==> src/rtl/rr_mux4_arbiter_if.sv <==
// Channel between four requesters, the round-robin arbiter and one shared consumer.
// The arbiter side uses modport master; the requesters/consumer side uses modport slave.
interface rr_mux4_arbiter_if #(
  parameter int DATA_W = 8
);
  // Handshakes: gnt[k] is the one-cycle acknowledge for a stable req[k]/i<k>.
  // A word moves to the consumer on every rising edge where out_valid & out_ready.
  // out_data/out_src stay stable while out_valid & !out_ready.
  logic [3:0]        req;
  logic [DATA_W-1:0] i0;
  logic [DATA_W-1:0] i1;
  logic [DATA_W-1:0] i2;
  logic [DATA_W-1:0] i3;
  logic [3:0]        gnt;
  logic [1:0]        selection_line;
  logic              out_valid;
  logic              out_ready;
  logic [DATA_W-1:0] out_data;
  logic [1:0]        out_src;

  modport master (
    input  req, i0, i1, i2, i3, out_ready,
    output gnt, selection_line, out_valid, out_data, out_src
  );

  modport slave (
    output req, i0, i1, i2, i3, out_ready,
    input  gnt, selection_line, out_valid, out_data, out_src
  );
endinterface

==> src/rtl/rr_mux4_arbiter.sv <==
// Round-robin arbiter: picks one of four requesters per accept slot, drives the mux select
// and registers the selected word into a single-entry valid/ready output stage.
module rr_mux4_arbiter #(
  parameter int DATA_W = 8
) (
  input  logic                 clk,
  input  logic                 reset,
  rr_mux4_arbiter_if.master    bus,
  output logic                 state_dbg,
  output logic [1:0]           ptr_dbg
);

  typedef enum logic {
    IDLE = 1'b0,
    FULL = 1'b1
  } state_t;

  state_t            state_q, state_d;
  logic [1:0]        ptr_q, ptr_d;
  logic [1:0]        src_q, src_d;
  logic [DATA_W-1:0] data_q, data_d;

  logic              accept;
  logic              found;
  logic [1:0]        win;
  logic [1:0]        idx;
  logic [DATA_W-1:0] win_data;

  // Search starts just after the last winner, so the last winner is tried last.
  always_comb begin
    found = 1'b0;
    win   = ptr_q;
    idx   = ptr_q;
    for (int off = 1; off <= 4; off++) begin
      idx = ptr_q + 2'(off);
      if (!found && bus.req[idx]) begin
        found = 1'b1;
        win   = idx;
      end
    end
  end

  always_comb begin
    case (win)
      2'd0:    win_data = bus.i0;
      2'd1:    win_data = bus.i1;
      2'd2:    win_data = bus.i2;
      default: win_data = bus.i3;
    endcase
  end

  always_ff @(posedge clk) begin
    if (reset) begin
      state_q <= IDLE;
      ptr_q   <= 2'd3;
      src_q   <= 2'd0;
      data_q  <= '0;
    end else begin
      state_q <= state_d;
      ptr_q   <= ptr_d;
      src_q   <= src_d;
      data_q  <= data_d;
    end
  end

  always_comb begin
    state_d            = state_q;
    ptr_d              = ptr_q;
    src_d              = src_q;
    data_d             = data_q;
    bus.gnt            = 4'b0000;
    bus.selection_line = src_q;
    accept             = (state_q == IDLE) || bus.out_ready;
    if (!reset && accept) begin
      if (found) begin
        bus.gnt            = 4'b0001 << win;
        bus.selection_line = win;
        data_d             = win_data;
        src_d              = win;
        ptr_d              = win;
        state_d            = FULL;
      end else begin
        // Stage drains (or stays empty) when nobody is asking.
        state_d = IDLE;
      end
    end
  end

  assign bus.out_valid = (state_q == FULL);
  assign bus.out_data  = data_q;
  assign bus.out_src   = src_q;
  assign state_dbg     = state_q;
  assign ptr_dbg       = ptr_q;

endmodule

==> src/flat_wrapper.sv <==
// flat-port wrapper written by rule: the top's interface ports become plain ports
module rr_mux4_arbiter_flat 
#(
  parameter int DATA_W = 8
)
  (clk, reset, state_dbg, ptr_dbg, bus_req, bus_i0, bus_i1, bus_i2, bus_i3, bus_out_ready, bus_gnt, bus_selection_line, bus_out_valid, bus_out_data, bus_out_src);
  rr_mux4_arbiter_if #(.DATA_W(DATA_W)) bus_i ();
  input  logic clk;
  input  logic reset;
  output logic state_dbg;
  output logic [1:0] ptr_dbg;
  input wire logic [$bits(bus_i.req)-1:0] bus_req;
  input wire logic [$bits(bus_i.i0)-1:0] bus_i0;
  input wire logic [$bits(bus_i.i1)-1:0] bus_i1;
  input wire logic [$bits(bus_i.i2)-1:0] bus_i2;
  input wire logic [$bits(bus_i.i3)-1:0] bus_i3;
  input wire logic [$bits(bus_i.out_ready)-1:0] bus_out_ready;
  output wire logic [$bits(bus_i.gnt)-1:0] bus_gnt;
  output wire logic [$bits(bus_i.selection_line)-1:0] bus_selection_line;
  output wire logic [$bits(bus_i.out_valid)-1:0] bus_out_valid;
  output wire logic [$bits(bus_i.out_data)-1:0] bus_out_data;
  output wire logic [$bits(bus_i.out_src)-1:0] bus_out_src;
  assign bus_i.req = bus_req;
  assign bus_i.i0 = bus_i0;
  assign bus_i.i1 = bus_i1;
  assign bus_i.i2 = bus_i2;
  assign bus_i.i3 = bus_i3;
  assign bus_i.out_ready = bus_out_ready;
  assign bus_gnt = bus_i.gnt;
  assign bus_selection_line = bus_i.selection_line;
  assign bus_out_valid = bus_i.out_valid;
  assign bus_out_data = bus_i.out_data;
  assign bus_out_src = bus_i.out_src;
  rr_mux4_arbiter #(.DATA_W(DATA_W)) u_core (.clk(clk), .reset(reset), .bus(bus_i), .state_dbg(state_dbg), .ptr_dbg(ptr_dbg));
endmodule
==> config.mk <==
export PLATFORM = sky130hd
export DESIGN_NAME = rr_mux4_arbiter_flat
export DESIGN_NICKNAME = d
export VERILOG_FILES = /design/src/rtl/rr_mux4_arbiter_if.sv /design/src/rtl/rr_mux4_arbiter.sv /design/src/flat_wrapper.sv
export SDC_FILE = /design/constraint.sdc
export NUM_CORES = 1
export LEC_CHECK = 0
export ABC_AREA = 1
export BUFFER_PORTS_ARGS = -buffer_cell sky130_fd_sc_hd__clkbuf_2
export CAP_MARGIN = 25
export CELL_PAD_IN_SITES_DETAIL_PLACEMENT = 0
export CELL_PAD_IN_SITES_GLOBAL_PLACEMENT = 1
export CORE_UTILIZATION = 27
export CTS_BUF_LIST = sky130_fd_sc_hd__clkbuf_8
export CTS_CLUSTER_SIZE = 30
export DETAILED_ROUTE_END_ITERATION = 16
export PLACE_DENSITY = 0.88
export SYNTH_ARGS = -nofsm -noshare
export SYNTH_HDL_FRONTEND = slang
export SYNTH_SLANG_ARGS = --single-unit
==> constraint.sdc <==
create_clock -name clk -period 1.7 [get_ports clk]
set_input_delay 0.255 -clock clk [delete_from_list [all_inputs] [get_ports clk]]
set_output_delay 0.255 -clock clk [all_outputs]
set_load 0.01 [all_outputs]
==> metrics, run 1 <==
total gr overflow=0; Hold Path Class=in2reg; Slowest-stage cell, CP=dfxtp_4; maximum VDD drop=0.00158 V; YS warnings=0; startpoint types=flip-flop; CTS Hold Bufs=0; Initial Util=0.285; RSZ-0062 raised after global routing=yes; minimum setup slack after placement=-0.209 ns; antenna viol nets, final=0; TritonCTS clock tree=done; CP dominant cell by count=nand2_4; CP bufs+invs=4; Crit path max-delay family=simple AND/OR/NAND/NOR gates; CP Cell Sequence=buf_6 -> nand2_4 -> nand2_4 -> nand2_2 -> nand2_4 -> inv_4 -> o2111ai_2 -> nand2_2 -> buf_12 -> nor3_2 -> buf_2; Die W=67.5 um; vias=approximately 1,600; CP arrival=1.91 ns; pin count of the biggest net entering global routing=14; layout cell share with drive strength beyond 1=0.624; PortBufs=58; outcome=complete, but fails checks; Slowest Stage Delay on Critical Path=0.40 ns; Seq cells post-synth=13; Die ar.=4550 um2; Synth Net Count=230; DR top layer=met4; max_slew headroom=0.813; endpoint class of the critical path=output port; fin crit period=2.16 ns; Synth-to-Final Area Change=85.9%; vias in the first global route=between 1,000 and 1,500; critical path class=reg2out; Final Max Slew Viols=0; Placer Congestion=0.860; met3 routed WL=approximately 210 um; R2R Setup Slk=-0.31 ns; Post-Syn Instances=roughly 190; Clock Latency Late Sink=0.25 ns; Synth top area share=0.225; diode count=0; fin crit share=1.27; Mapped Avg Cell Area=6.06 um2; Overall Global Routing Usage=0.170; max frequency=462 MHz; most numerous cell in the Yosys netlist=nand2_1; P_leak=1.13 nW; Post-synth EDFFs=0; slack of the critical path=-0.462 ns; Ports=59; ranking of synthesized cells by area=dfxtp_1, nand2_1, nand3_1, inv_1, nand3b_1; WP data required=1.44 ns; Core ar.=between 4000 and 5000 um2; final net count=330; drt wl/cell=12.5 um; clk_skew=0.00275 ns; Slew @ Worst Pin=0.279 ns; die height=approximately 67 um; initial drt markers=102; Distinct cells, synth=21; met2 wire len=2210 um; Clk pin slew, worst setup/hold paths=0.06 ns; deepest clock path buffer count=2; global-route wire length before repair=5870 um; max cap viols=0; CTS Sinks=13; commonest cells in the netlist=nand2_1, nand3_1, inv_1, dfxtp_1, a21oi_1; Power Density=2740 nW/um2; routed wire length=about 4200 um; synthesized area=1160 um2; leading area contributor after synthesis=dfxtp_1; post-synthesis async set-or-reset flop share=0; Hold Fails Final Rpt=0; Top FF cell, synth=dfxtp_1; register area share after synthesis=0.225; setup TNS=-4.83 ns; TritonRoute pass-1 iters=4; vias per cell=about 4.8; final number of setup-violating endpoints=17; Detailed Place HPWL=2650 um; wire length on met1=roughly 1700 um; TritonCTS Buffers=3; initial antenna violation count=0; biggest fanout along the worst timing path=6; root buffer cell=clkbuf_8; FP Rows=23; drt drc=0; violations in the final reports=negative setup slack; CTS H-tree depth=1
## worst paths after layout
check | from | to | cells after the start
setup / recovery | u_core.ptr_dbg[0] | bus_gnt[0] | 11
hold / removal | bus_out_ready | u_core.bus.out_valid | 4
hold reg to reg | u_core.bus.out_data[1] | u_core.bus.out_data[1] | 2
setup reg to reg | u_core.ptr_dbg[0] | u_core.bus.out_data[2] | 16
## layout make-up
class | instances | area, um2
timing repair buffer | 103 | 694
tap | 50 | 62.6
multi-input combinational | 149 | 990
inverter | 21 | 92.6
sequential | 13 | 268
clock buffer | 3 | 41.3
fill | 385 | 1910
clock inverter | 1 | 3.75
## placed cells by master (no fill, tap or decap), drive strengths merged
cell and count:
o2111ai 1, dfxtp 13, clkbuf 55, nand3b 8, o21ai 10, nor3 2
inv 21, nand3 27, nand2 77, nor2 10, clkinvlp 1, a21oi 14
buf 51
## what timing repair did
| item | CTS | global route |
|---|---|---|
| hold endpoints to repair | 0 | 0 |
| buffers inserted | 10 | 10 |
| pin swaps | 22 | 18 |
| endpoints found under the setup margin | 17 | 17 |
| gates resized for setup | 44 | 41 |
## per-layer routing
| metal | up-vias | GRT usage |
|---|---|---|
| li1 | 812 | - |
| met1 | 733 | 0.215 |
| met2 | 72 | 0.281 |
| met3 | 12 | 0.0355 |
| met4 | 0 | 0.0612 |
| met5 | - | 0 |
## worst reg2reg max path: cells and delay by family, from the launching register on
kind	cells	cell delay, ns
buffers and inverters	5	0.62
AO/OA/AOI/OAI	1	0.06
flip-flops	1	0.40
AND/OR/NAND/NOR	10	0.83
## kinds of logic (layout without fill, tap and decap cells)
| group | count (synthesis) | after routing | share of synthesized area |
|---|---|---|---|
| buffers and inverters | 29 | 128 | 0.133 |
| AND/OR/NAND/NOR | 124 | 124 | 0.518 |
| AO/OA/AOI/OAI | 25 | 25 | 0.124 |
| flip-flops | 13 | 13 | 0.225 |
## stage by stage
step | hold WS, ns | total power, mW | cell area [um2] | cells | util
6_report | 0.304 | 5.90 | 2150 | 340 | 0.530
4_1_cts | 0.305 | 5.11 | 1950 | 330 | 0.481
3_5_place_dp | 0.457 | 3.99 | 1690 | 317 | 0.417
2_1_floorplan | 0.324 | 3.07 | 1210 | 191 | -
3_3_place_gp | 0.456 | 3.97 | 1690 | 317 | 0.417
5_1_grt | 0.349 | 6.35 | 2150 | 340 | 0.530
## registers in the layout (all words and copies together), names as in the netlist
signal                cells
u_core.ptr_dbg            2
u_core.bus.out_src        2
u_core.bus.out_data       8
u_core.bus.out_valid      1
## power by group
part | switching (mW) | internal (mW) | total, mW | leakage [nW]
combinational | 2.80 | 2.25 | 5.04 | 0.992
sequential | 0.127 | 0.454 | 0.580 | 0.108
clock | 0.117 | 0.160 | 0.277 | 0.0269
Note: power is estimated with default switching activity, not from simulation.
==> inputs of run 2 (changes only) <==
--- a/config.mk
+++ b/config.mk
@@ -10,6 +10,7 @@
 export CAP_MARGIN = 25
 export CELL_PAD_IN_SITES_DETAIL_PLACEMENT = 0
 export CELL_PAD_IN_SITES_GLOBAL_PLACEMENT = 1
+export CORE_ASPECT_RATIO = 0.7
 export CORE_UTILIZATION = 27
 export CTS_BUF_LIST = sky130_fd_sc_hd__clkbuf_8
 export CTS_CLUSTER_SIZE = 30
==> metrics, run 2 (synthesis results as in run 1) <==
outcome=complete, but fails checks; violations in the final reports=negative setup slack; maximum VDD drop=0.00121 V; max frequency=471 MHz; RSZ-0062 raised after global routing=yes; TritonCTS Buffers=3; TritonRoute pass-1 iters=4; most frequent cells in the layout=clkbuf_2, nand2_1, buf_4, nand2_2, nand3_1; Sw Pwr=3.02 mW; Crit. Startpoint=u_core.ptr_dbg[0]; Hold Slack=0.313 ns; max_slew headroom=0.802; diode count=0; Placer Congestion=0.882; area of placed instances=roughly 1700 um2; Core ar.=4020 um2; WP depth=12; Hold Path Class=in2reg; antenna viol nets, final=0; Ports=around 60; dpl cells=322; most common cell after layout, fill and taps aside=clkbuf_2; final number of setup-violating endpoints=18; Clock Latency Late Sink=approximately 0.25 ns; layout cell share with drive strength beyond 1=0.592; final net count=332; CP bufs+invs=4; Power Density=2780 nW/um2; drt drc=0; critical path class=reg2out; vias per cell=4.66; endpoint class of the critical path=output port; Clock power frac=0.047; total gr overflow=0; FF-to-FF path depth=15; CTS H-tree depth=1; Finished Layout Cells=344; Overall Global Routing Usage=0.193; RR Endpoint=u_core.bus.out_data[3]; vias=1,603; global routing met2 resource utilization=0.316; fin crit period=2.12 ns; M3 GR Usage=0.0390; Slowest Stage Delay on Critical Path=0.42 ns; Crit path max-delay family=simple AND/OR/NAND/NOR gates; slack of the critical path=-0.424 ns; root buffer cell=clkbuf_8; P_leak=approximately 1.1 nW; CP arrival=1.87 ns; PortBufs=58; internal power=between 2 and 3 mW; Die W=80.3 um; startpoint types=flip-flop; GR Layer Usage met1=0.245; CTS Hold Bufs=0; Slew @ Worst Pin=0.297 ns; Tot Pwr=5.96 mW; routed wire length=about 4400 um; biggest fanout along the worst timing path=7; Initial Util=0.288; max FFs per register=8; minimum setup slack after placement=-0.228 ns; CP Cell Sequence=nand2_1 -> nand2_2 -> nand2_1 -> nand2_2 -> buf_4 -> nand3_4 -> nand2_4 -> nand2_4 -> buf_12 -> buf_4 -> nor2_4 -> clkbuf_2; R2R Path Start=u_core.ptr_dbg[0]; Gate power share=0.853; Synth-to-Final Area Change=84.9%; initial drt markers=54; Detailed Place HPWL=2880 um; TritonCTS clock tree=done; CTS Sinks=13; global-route wire length before repair=6730 um; drt wl/cell=12.8 um; part of the power in registers=0.100; fin crit share=1.25; vias in the first global route=1,526; deepest clock path buffer count=2; Die ar.=around 4600 um2; FP Rows=19; grt peak-use layer=met2; die height=56.8 um; clk_skew=approximately 0.00064 ns; initial antenna violation count=0; Hold Fails Final Rpt=0; Sw Share=0.506; WP data required=1.44 ns; max cap viols=0; pin count of the biggest net entering global routing=18; Clk pin slew, worst setup/hold paths=about 0.060 ns; CP Capture Point=bus_gnt[2]; Final Max Slew Viols=0; Slowest-stage cell, CP=dfxtp_4; R2R Setup Slk=-0.32 ns; Design Area, Final=2140 um2
run 2: cell types whose count changed in the layout (fill, tap and decap cells not counted), sizes merged:
cell | previous run | this run
clkbuf | 55 | 57
buf | 51 | 50
clkinv | 0 | 1
run 2: power groups by stage:
stage          logic (mW)  registers [mW]  clock network (mW)
3_5_place_dp         3.79           0.575                   0
2_1_floorplan        2.48           0.598                   0
4_1_cts              4.63           0.580               0.283
3_3_place_gp         3.78           0.575                   0
6_report             5.08           0.596               0.277
5_1_grt              5.50           0.606               0.300
run 2: worst reg2reg max path, cell delays in order, from the launching register on:
cell and delay (ns):
dfxtp_4 0.39, buf_6 0.15, nand2_4 0.05, nand3_2 0.07, nand2_2 0.10, nand3_2 0.09, nor2_4 0.14, nand2_2 0.07
nand2_4 0.11, clkinvlp_4 0.16, buf_4 0.16, buf_4 0.14, nand3_1 0.07, nand3_1 0.07, nand2_1 0.07, a21oi_1 0.06
run 2: how the worst min path moves through the flow:
stage          cells after the start                     end              startpoint  slack (ns)
2_1_floorplan                      1   u_core.bus.out_src[0]                   reset        0.32
3_3_place_gp                       2  u_core.bus.out_data[4]  u_core.bus.out_data[4]        0.45
3_5_place_dp                       2  u_core.bus.out_data[3]  u_core.bus.out_data[3]        0.46
4_1_cts                            4    u_core.bus.out_valid           bus_out_ready        0.31
5_1_grt                            4    u_core.bus.out_valid           bus_out_ready        0.34
6_report                           4    u_core.bus.out_valid           bus_out_ready        0.31
run 2: area by class of cell:
cell class | instances | area [um2]
flip-flops and latches | 13 | 268
inverters | 21 | 92.6
clock buffers | 3 | 41.3
repair inverters | 1 | 5.00
clock inverters | 1 | 3.75
multi-input cells | 149 | 960
repair buffers | 104 | 704
fillers | 366 | 1880
well taps | 52 | 65.1
run 2: repair_timing:
action | CTS | global route
setup buffers | 13 | 5
gates resized for setup | 41 | 26
gates cloned | 0 | 1
setup endpoints to repair | 18 | 19
pin swaps | 13 | 13
run 2: per-stage QoR:
stage               TNS (ns)  utilization
finish                 -5.00        0.533
global route           -6.89        0.533
CTS                    -4.31        0.500
detailed placement     -3.00        0.430
global placement       -2.25        0.430
floorplan                  0            -
run 2: layer usage:
metal	up-vias	share of wire
met2	50	0.49
met5	-	0
met1	728	0.44
met4	0	0.011
li1	819	-
met3	6	0.053
